File: config.mk
export PLATFORM = sky130hd
export DESIGN_NAME = hvsync_detector
export DESIGN_NICKNAME = d
export VERILOG_FILES = /design/src/rtl/hvsync_detector.sv
export SDC_FILE = /design/constraint.sdc
export NUM_CORES = 1
export LEC_CHECK = 0
export ABC_AREA = 1
export CORE_MARGIN = 2
export CORE_UTILIZATION = 35
export DETAILED_ROUTE_END_ITERATION = 7
export SLEW_MARGIN = 0
export SYNTH_ARGS = -nofsm -noshare
export SYNTH_HDL_FRONTEND = slang
export SYNTH_SLANG_ARGS = --single-unit
File: constraint.sdc
create_clock -name clk -period 3.2 [get_ports clk]
set_clock_uncertainty 0.05 [all_clocks]
set_input_delay 0.64 -clock clk [delete_from_list [all_inputs] [get_ports clk]]
set_output_delay 0.64 -clock clk [all_outputs]
set_load 0.02 [all_outputs]
File: src/rtl/hvsync_detector.sv
// Recovers pixel position and lock status from a raw hsync/vsync pair by measuring
// line and frame periods against the expected totals.
module hvsync_detector #(
  parameter int unsigned H_TOTAL    = 800,
  parameter int unsigned V_TOTAL    = 525,
  parameter int unsigned H_DISPLAY  = 640,
  parameter int unsigned V_DISPLAY  = 480,
  parameter int unsigned H_RISE_POS = 659,
  parameter int unsigned V_RISE_POS = 490,
  parameter int unsigned LOCK_COUNT = 4
) (
  input  logic       clk,
  input  logic       reset,
  input  logic       hsync_in,
  input  logic       vsync_in,
  output logic [9:0] hpos,
  output logic [9:0] vpos,
  output logic       display_on,
  output logic [9:0] line_len,
  output logic [9:0] frame_lines,
  output logic       hlock,
  output logic       locked
);

  localparam logic [9:0] HTotal  = 10'(H_TOTAL);
  localparam logic [9:0] HLast   = 10'(H_TOTAL - 1);
  localparam logic [9:0] VTotal  = 10'(V_TOTAL);
  localparam logic [9:0] VLast   = 10'(V_TOTAL - 1);
  localparam logic [9:0] HDisp   = 10'(H_DISPLAY);
  localparam logic [9:0] VDisp   = 10'(V_DISPLAY);
  localparam logic [9:0] HRise   = 10'(H_RISE_POS);
  localparam logic [9:0] VRise   = 10'(V_RISE_POS);
  localparam logic [9:0] LockCnt = 10'(LOCK_COUNT);
  localparam logic [9:0] CntMax  = 10'h3ff;

  typedef enum logic [1:0] {StUnlocked, StHLocked, StLocked} state_e;

  state_e     state_q, state_d;
  logic       hs_d1_q, hs_d2_q, vs_d1_q, vs_d2_q;
  logic [9:0] hpos_q, hpos_d, vpos_q, vpos_d;
  logic [9:0] h_cnt_q, h_cnt_d, v_cnt_q, v_cnt_d;
  logic [9:0] line_len_q, frame_lines_q, hgood_q, hgood_d, line_meas;
  logic       h_seen_q, v_seen_q, armed_q, armed_d;
  logic       display_on_q, hlock_q, locked_q;
  logic       h_rise, v_rise, h_wrap, good_line, bad_line, frame_judge, good_frame, bad_frame;

  always_comb begin
    h_rise = hs_d1_q & ~hs_d2_q;
    v_rise = vs_d1_q & ~vs_d2_q;
    h_wrap = ~h_rise & (hpos_q == HLast);

    hpos_d = h_rise ? HRise : (h_wrap ? '0 : hpos_q + 10'd1);
    vpos_d = vpos_q;
    if (v_rise) begin
      vpos_d = VRise;
    end else if (h_wrap) begin
      vpos_d = (vpos_q == VLast) ? '0 : vpos_q + 10'd1;
    end

    line_meas = (h_cnt_q == CntMax) ? CntMax : h_cnt_q + 10'd1;
    h_cnt_d   = h_rise ? '0 : line_meas;
    v_cnt_d   = v_cnt_q;
    if (v_rise) begin
      v_cnt_d = '0;
    end else if (h_rise && v_cnt_q != CntMax) begin
      v_cnt_d = v_cnt_q + 10'd1;
    end

    // Timeout fires once, on the cycle h_cnt steps onto its ceiling.
    good_line   = h_rise & h_seen_q & (line_meas == HTotal);
    bad_line    = (h_rise & h_seen_q & (line_meas != HTotal)) |
                  (~h_rise & (h_cnt_q == CntMax - 10'd1));
    frame_judge = v_rise & armed_q;
    good_frame  = frame_judge & (v_cnt_q == VTotal);
    bad_frame   = frame_judge & (v_cnt_q != VTotal);

    state_d = state_q;
    hgood_d = hgood_q;
    case (state_q)
      StUnlocked: begin
        if (bad_line) begin
          hgood_d = '0;
        end else if (good_line) begin
          if (hgood_q + 10'd1 >= LockCnt) begin
            state_d = StHLocked;
            hgood_d = '0;
          end else begin
            hgood_d = hgood_q + 10'd1;
          end
        end
      end
      StHLocked: begin
        if (bad_line)        state_d = StUnlocked;
        else if (good_frame) state_d = StLocked;
      end
      StLocked: begin
        if (bad_line)       state_d = StUnlocked;
        else if (bad_frame) state_d = StHLocked;
      end
      default: state_d = StUnlocked;
    endcase

    // The first vsync after gaining horizontal lock only restarts v_cnt.
    armed_d = armed_q;
    if (state_q == StUnlocked) armed_d = 1'b0;
    else if (v_rise)           armed_d = 1'b1;
  end

  always_ff @(posedge clk or posedge reset) begin
    if (reset) begin
      state_q       <= StUnlocked;
      hs_d1_q       <= 1'b0;
      hs_d2_q       <= 1'b0;
      vs_d1_q       <= 1'b0;
      vs_d2_q       <= 1'b0;
      hpos_q        <= '0;
      vpos_q        <= '0;
      h_cnt_q       <= '0;
      v_cnt_q       <= '0;
      line_len_q    <= '0;
      frame_lines_q <= '0;
      hgood_q       <= '0;
      h_seen_q      <= 1'b0;
      v_seen_q      <= 1'b0;
      armed_q       <= 1'b0;
      display_on_q  <= 1'b0;
      hlock_q       <= 1'b0;
      locked_q      <= 1'b0;
    end else begin
      state_q  <= state_d;
      hs_d1_q  <= hsync_in;
      hs_d2_q  <= hs_d1_q;
      vs_d1_q  <= vsync_in;
      vs_d2_q  <= vs_d1_q;
      hpos_q   <= hpos_d;
      vpos_q   <= vpos_d;
      h_cnt_q  <= h_cnt_d;
      v_cnt_q  <= v_cnt_d;
      hgood_q  <= hgood_d;
      armed_q  <= armed_d;
      h_seen_q <= h_seen_q | h_rise;
      v_seen_q <= v_seen_q | v_rise;
      if (h_rise && h_seen_q) line_len_q <= line_meas;
      if (v_rise && v_seen_q) frame_lines_q <= v_cnt_q;
      display_on_q <= (state_d == StLocked) & (hpos_d < HDisp) & (vpos_d < VDisp);
      hlock_q      <= (state_d != StUnlocked);
      locked_q     <= (state_d == StLocked);
    end
  end

  assign hpos        = hpos_q;
  assign vpos        = vpos_q;
  assign display_on  = display_on_q;
  assign line_len    = line_len_q;
  assign frame_lines = frame_lines_q;
  assign hlock       = hlock_q;
  assign locked      = locked_q;

endmodule
==> summary.txt <==
SETUP PATH
----------------------------------------------------------------------------------------------------
CP Capture Type .......................................................................   output pin
CP cell instances ..................................................................... clkdlybuf4s50_1
Delay contributed by the slowest stage of the critical path ...........................      0.66 ns
Cell type group with the largest total delay on the critical path ..................... buffers and inverters
Type of element launching the critical path ...........................................     register
Required time of the worst setup path .................................................      2.51 ns
Kind of critical path .................................................................   reg -> out
CP Buf/Inv Count ......................................................................            1
Slowest stage cell on the critical path ............................................... sky130_fd_sc_hd__clkdlybuf4s50_1
WP data arrival .......................................................................      1.50 ns
Worst-path maximum fanout .............................................................            9

CTS
----------------------------------------------------------------------------------------------------
CTS tree ..............................................................................        built
Number of buffers inserted by hold repair at cts ......................................            0
Root Buffer Master .................................................................... sky130_fd_sc_hd__clkbuf_16
Total of cells resized after clock tree synthesis .....................................            0
Max H-tree Level ......................................................................            3
# clock sinks .........................................................................           82
Worst-Skew Late Latency ...............................................................      0.33 ns
Clock-pin slew reported for the worst setup and hold paths after clock tree synthesis .      0.06 ns
CTS max path bufs .....................................................................            2
Buffer count from post-CTS setup fixing ...............................................            0
Clock buffers created by TritonCTS ....................................................            9

PLACED DESIGN
----------------------------------------------------------------------------------------------------
Total half-perimeter wirelength after legalization and detailed placement .............      6967 µm
Dpl cells .............................................................................          737
Area after DPL ........................................................................ 0.004885 mm²
Count of port buffers added during placement ..........................................           46
Post-Place Worst Slack ................................................................     1.159 ns
Routability congestion estimate .......................................................       0.8691

FLOORPLAN
----------------------------------------------------------------------------------------------------
Die area ..............................................................................  0.01302 mm²
Die span in y .........................................................................     114.1 µm
Initial cell density of the core ......................................................       0.3563
I/O pins ..............................................................................           47
Row cnt ...............................................................................           40
Die width .............................................................................     114.1 µm
Core region area ......................................................................  0.01191 mm²

GRT
----------------------------------------------------------------------------------------------------
Global routing usage summed across all routing layers .................................       0.1520
Maximum number of pins on one net before global-route repair ..........................           29
First-pass GRT wire length ............................................................     15930 µm
GR Layer Usage met3 ...................................................................      0.02806
Global route hottest layer ............................................................         met2
Antenna violations before repair ......................................................            0
Global routing met1 resource utilization ..............................................       0.1905
Via count of the first global-routing pass ............................................         3530
GR Util met2 ..........................................................................       0.2603
Total grt overflow ....................................................................            0

SYNTHESIS
----------------------------------------------------------------------------------------------------
Warnings, synthesis ...................................................................            0
Number of enable-type register cells in the synthesized netlist .......................            0
Post-synth top flop ................................................................... sky130_fd_sc_hd__dfrtp_1
Fraction of post-synthesis cell area in the top cell type by area .....................       0.4835
Largest cells by area after synthesis ................................................. sky130_fd_sc_hd__dfrtp_1 (48%), sky130_fd_sc_hd__nand2_1 (12%), sky130_fd_sc_hd__inv_1 (7.2%)
Synthesized instance count ............................................................          548
Share of synthesized area occupied by flip-flops and latches ..........................       0.4835
Synthesized net count .................................................................          561
Fraction of registers with async set or reset after synthesis .........................        1.000
Cell taking the most area after synthesis ............................................. sky130_fd_sc_hd__dfrtp_1
Flop and latch count out of synthesis .................................................           82
Commonest cells in the synthesized netlist ............................................ sky130_fd_sc_hd__nand2_1 (134), sky130_fd_sc_hd__dfrtp_1 (82), sky130_fd_sc_hd__inv_1 (81)
Cell area after technology mapping .................................................... 0.004244 mm²
Syn Area/Cell .........................................................................    7.745 µm²
Synth cell types ......................................................................           34
Most frequent cell after synthesis .................................................... sky130_fd_sc_hd__nand2_1

DRT
----------------------------------------------------------------------------------------------------
DRC violation count after routing .....................................................            0
Routed wire length per instance .......................................................     12.39 µm
Initial drt markers ...................................................................          151
ANT nets after route ..................................................................            0
Final wirelength ......................................................................      9316 µm
Pre-antenna DRT Iters .................................................................            5
Vias per Instance .....................................................................        4.836
Vias after detailed routing ...........................................................         3637

CELLS AND AREA
----------------------------------------------------------------------------------------------------
Proportion of layout cells with a drive suffix above 1 ................................      0.07934
P&R area growth vs syn ................................................................       21.26%
Post-route standard cell area excluding fillers ....................................... 0.005146 mm²
Fin cells .............................................................................          752
Number of inserted diodes .............................................................            0
Post-Route Utilization ................................................................       0.4320
Nets@finish ...........................................................................          614

POWER AND IR DROP
----------------------------------------------------------------------------------------------------
Internal portion of total power .......................................................     1.851 mW
Power Dens Cells ...................................................................... 517.2 mW/mm²
Net switching fraction of the power ...................................................       0.3047
Total Power ...........................................................................     2.662 mW
Relative contribution of the clock network to total power .............................        0.346
Proportion of power drawn by combinational gates ......................................        0.194
Proportion of power drawn by flip-flops and latches ...................................        0.460
Worst ir drop on vdd ..................................................................    0.2419 mV
Cell leakage power ....................................................................     2.428 nW
Net switching power of the design .....................................................     811.1 µW

STA
----------------------------------------------------------------------------------------------------
Slew Limit Headroom ...................................................................       0.6558
Setup repair after global routing missed its margin ...................................           no
Count of final setup violators ........................................................            0
Maximum achievable frequency ..........................................................    457.0 MHz
Final cycle utilization of the critical path ..........................................       0.6839
Final Hold Violating Endpoints ........................................................            0
Post-route setup TNS ..................................................................         0 ns
Final critical delay including setup and external delays ..............................     2.188 ns
Pin slew with the least headroom to its limit .........................................    0.5157 ns
Max-slew violations ...................................................................            0
Hold_ws ...............................................................................    0.3262 ns
Final Worst Setup Slack ...............................................................     1.012 ns

WORST HOLD PATH
----------------------------------------------------------------------------------------------------
Class of the tightest hold or removal check ...........................................   reg -> reg

STATUS
----------------------------------------------------------------------------------------------------
Status ................................................................................ finished, final reports clean

JOB
----------------------------------------------------------------------------------------------------
Max-cap violations ....................................................................            0

## cells by family (layout without fill, tap and decap cells)
| family | Yosys count | in the layout | synth area share |
|---|---|---|---|
| AOI/OAI and AO/OA | 54 | 54 | 0.06781 |
| xor gates and xnor gates | 9 | 9 | 0.01857 |
| adders and majority gates | 9 | 9 | 0.02653 |
| buffers and inverters | 93 | 150 | 0.08284 |
| DFF | 82 | 82 | 0.4835 |
| and+or+nand+nor | 301 | 301 | 0.3208 |
## cell usage in the layout, fill, tap and decap left out, types with 2 or more instances in the layout
cell type	count
sky130_fd_sc_hd__nand2_1	134
sky130_fd_sc_hd__dfrtp_1	82
sky130_fd_sc_hd__inv_1	80
sky130_fd_sc_hd__nor2_1	71
sky130_fd_sc_hd__clkdlybuf4s50_1	46
sky130_fd_sc_hd__nand3_1	44
sky130_fd_sc_hd__o21ai_0	27
sky130_fd_sc_hd__nor3_1	12
sky130_fd_sc_hd__a21oi_1	12
sky130_fd_sc_hd__nand4_1	12
sky130_fd_sc_hd__ha_1	9
sky130_fd_sc_hd__clkbuf_16	9
sky130_fd_sc_hd__nand2_2	8
sky130_fd_sc_hd__o21ai_1	8
sky130_fd_sc_hd__nor2_4	6
sky130_fd_sc_hd__xor2_1	6
sky130_fd_sc_hd__inv_2	4
sky130_fd_sc_hd__clkinv_2	4
sky130_fd_sc_hd__nor2_2	4
sky130_fd_sc_hd__xnor2_1	3
sky130_fd_sc_hd__nand3_2	3
sky130_fd_sc_hd__clkinvlp_4	3
sky130_fd_sc_hd__buf_4	3
sky130_fd_sc_hd__o211ai_1	2
## sequential cells by signal, indices dropped and copies added (netlist names), 2 cells and up
signal / cells
frame_lines: 10
h_cnt_q: 10
hgood_q: 10
hpos: 10
line_len: 10
v_cnt_q: 10
vpos: 10
state_q: 2
## area by class of cell
cell class	instances	area (µm²)
fill	1191	6765
sequential	82	2052
tap	147	183.9
timing repair buffer	49	483.0
inverter	86	325.3
clock inverter	5	32.53
multi-input combinational	373	1841
clock buffer	10	229.0
## power groups by stage
stage | Sequential (mW) | Clock [mW] | Combinational (mW)
global placement | 1.24 | 0 | 0.518
detailed placement | 1.24 | 0 | 0.521
floorplan | 1.29 | 0 | 0.274
finish | 1.22 | 0.921 | 0.516
CTS | 1.22 | 0.942 | 0.523
global route | 1.24 | 0.987 | 0.577
## worst paths after layout
check                                        from                         end  slack [ns]  cells after the start
max in group asynchronous                   reset        state_q[0]$_DFF_PP0_        1.81                      3
worst max-delay path            vpos[5]$_DFF_PP0_                     vpos[5]        1.01                      1
worst min-delay path            vs_d1_q$_DFF_PP0_           vs_d2_q$_DFF_PP0_        0.33                      0
worst max register to register  hs_d2_q$_DFF_PP0_        display_on$_DFF_PP0_        1.18                     12
worst min register to register  vs_d1_q$_DFF_PP0_           vs_d2_q$_DFF_PP0_        0.33                      0
min in group asynchronous                   reset  frame_lines[8]$_DFFE_PP0P_        0.60                      2
## metal layers
layer  wire, µm  vias up
li1           -     1836
met4        200        0
met1       4220     1693
met3        290       22
met5          0        -
met2       4605       86
No activity file was read; power rests on OpenSTA's default activity.
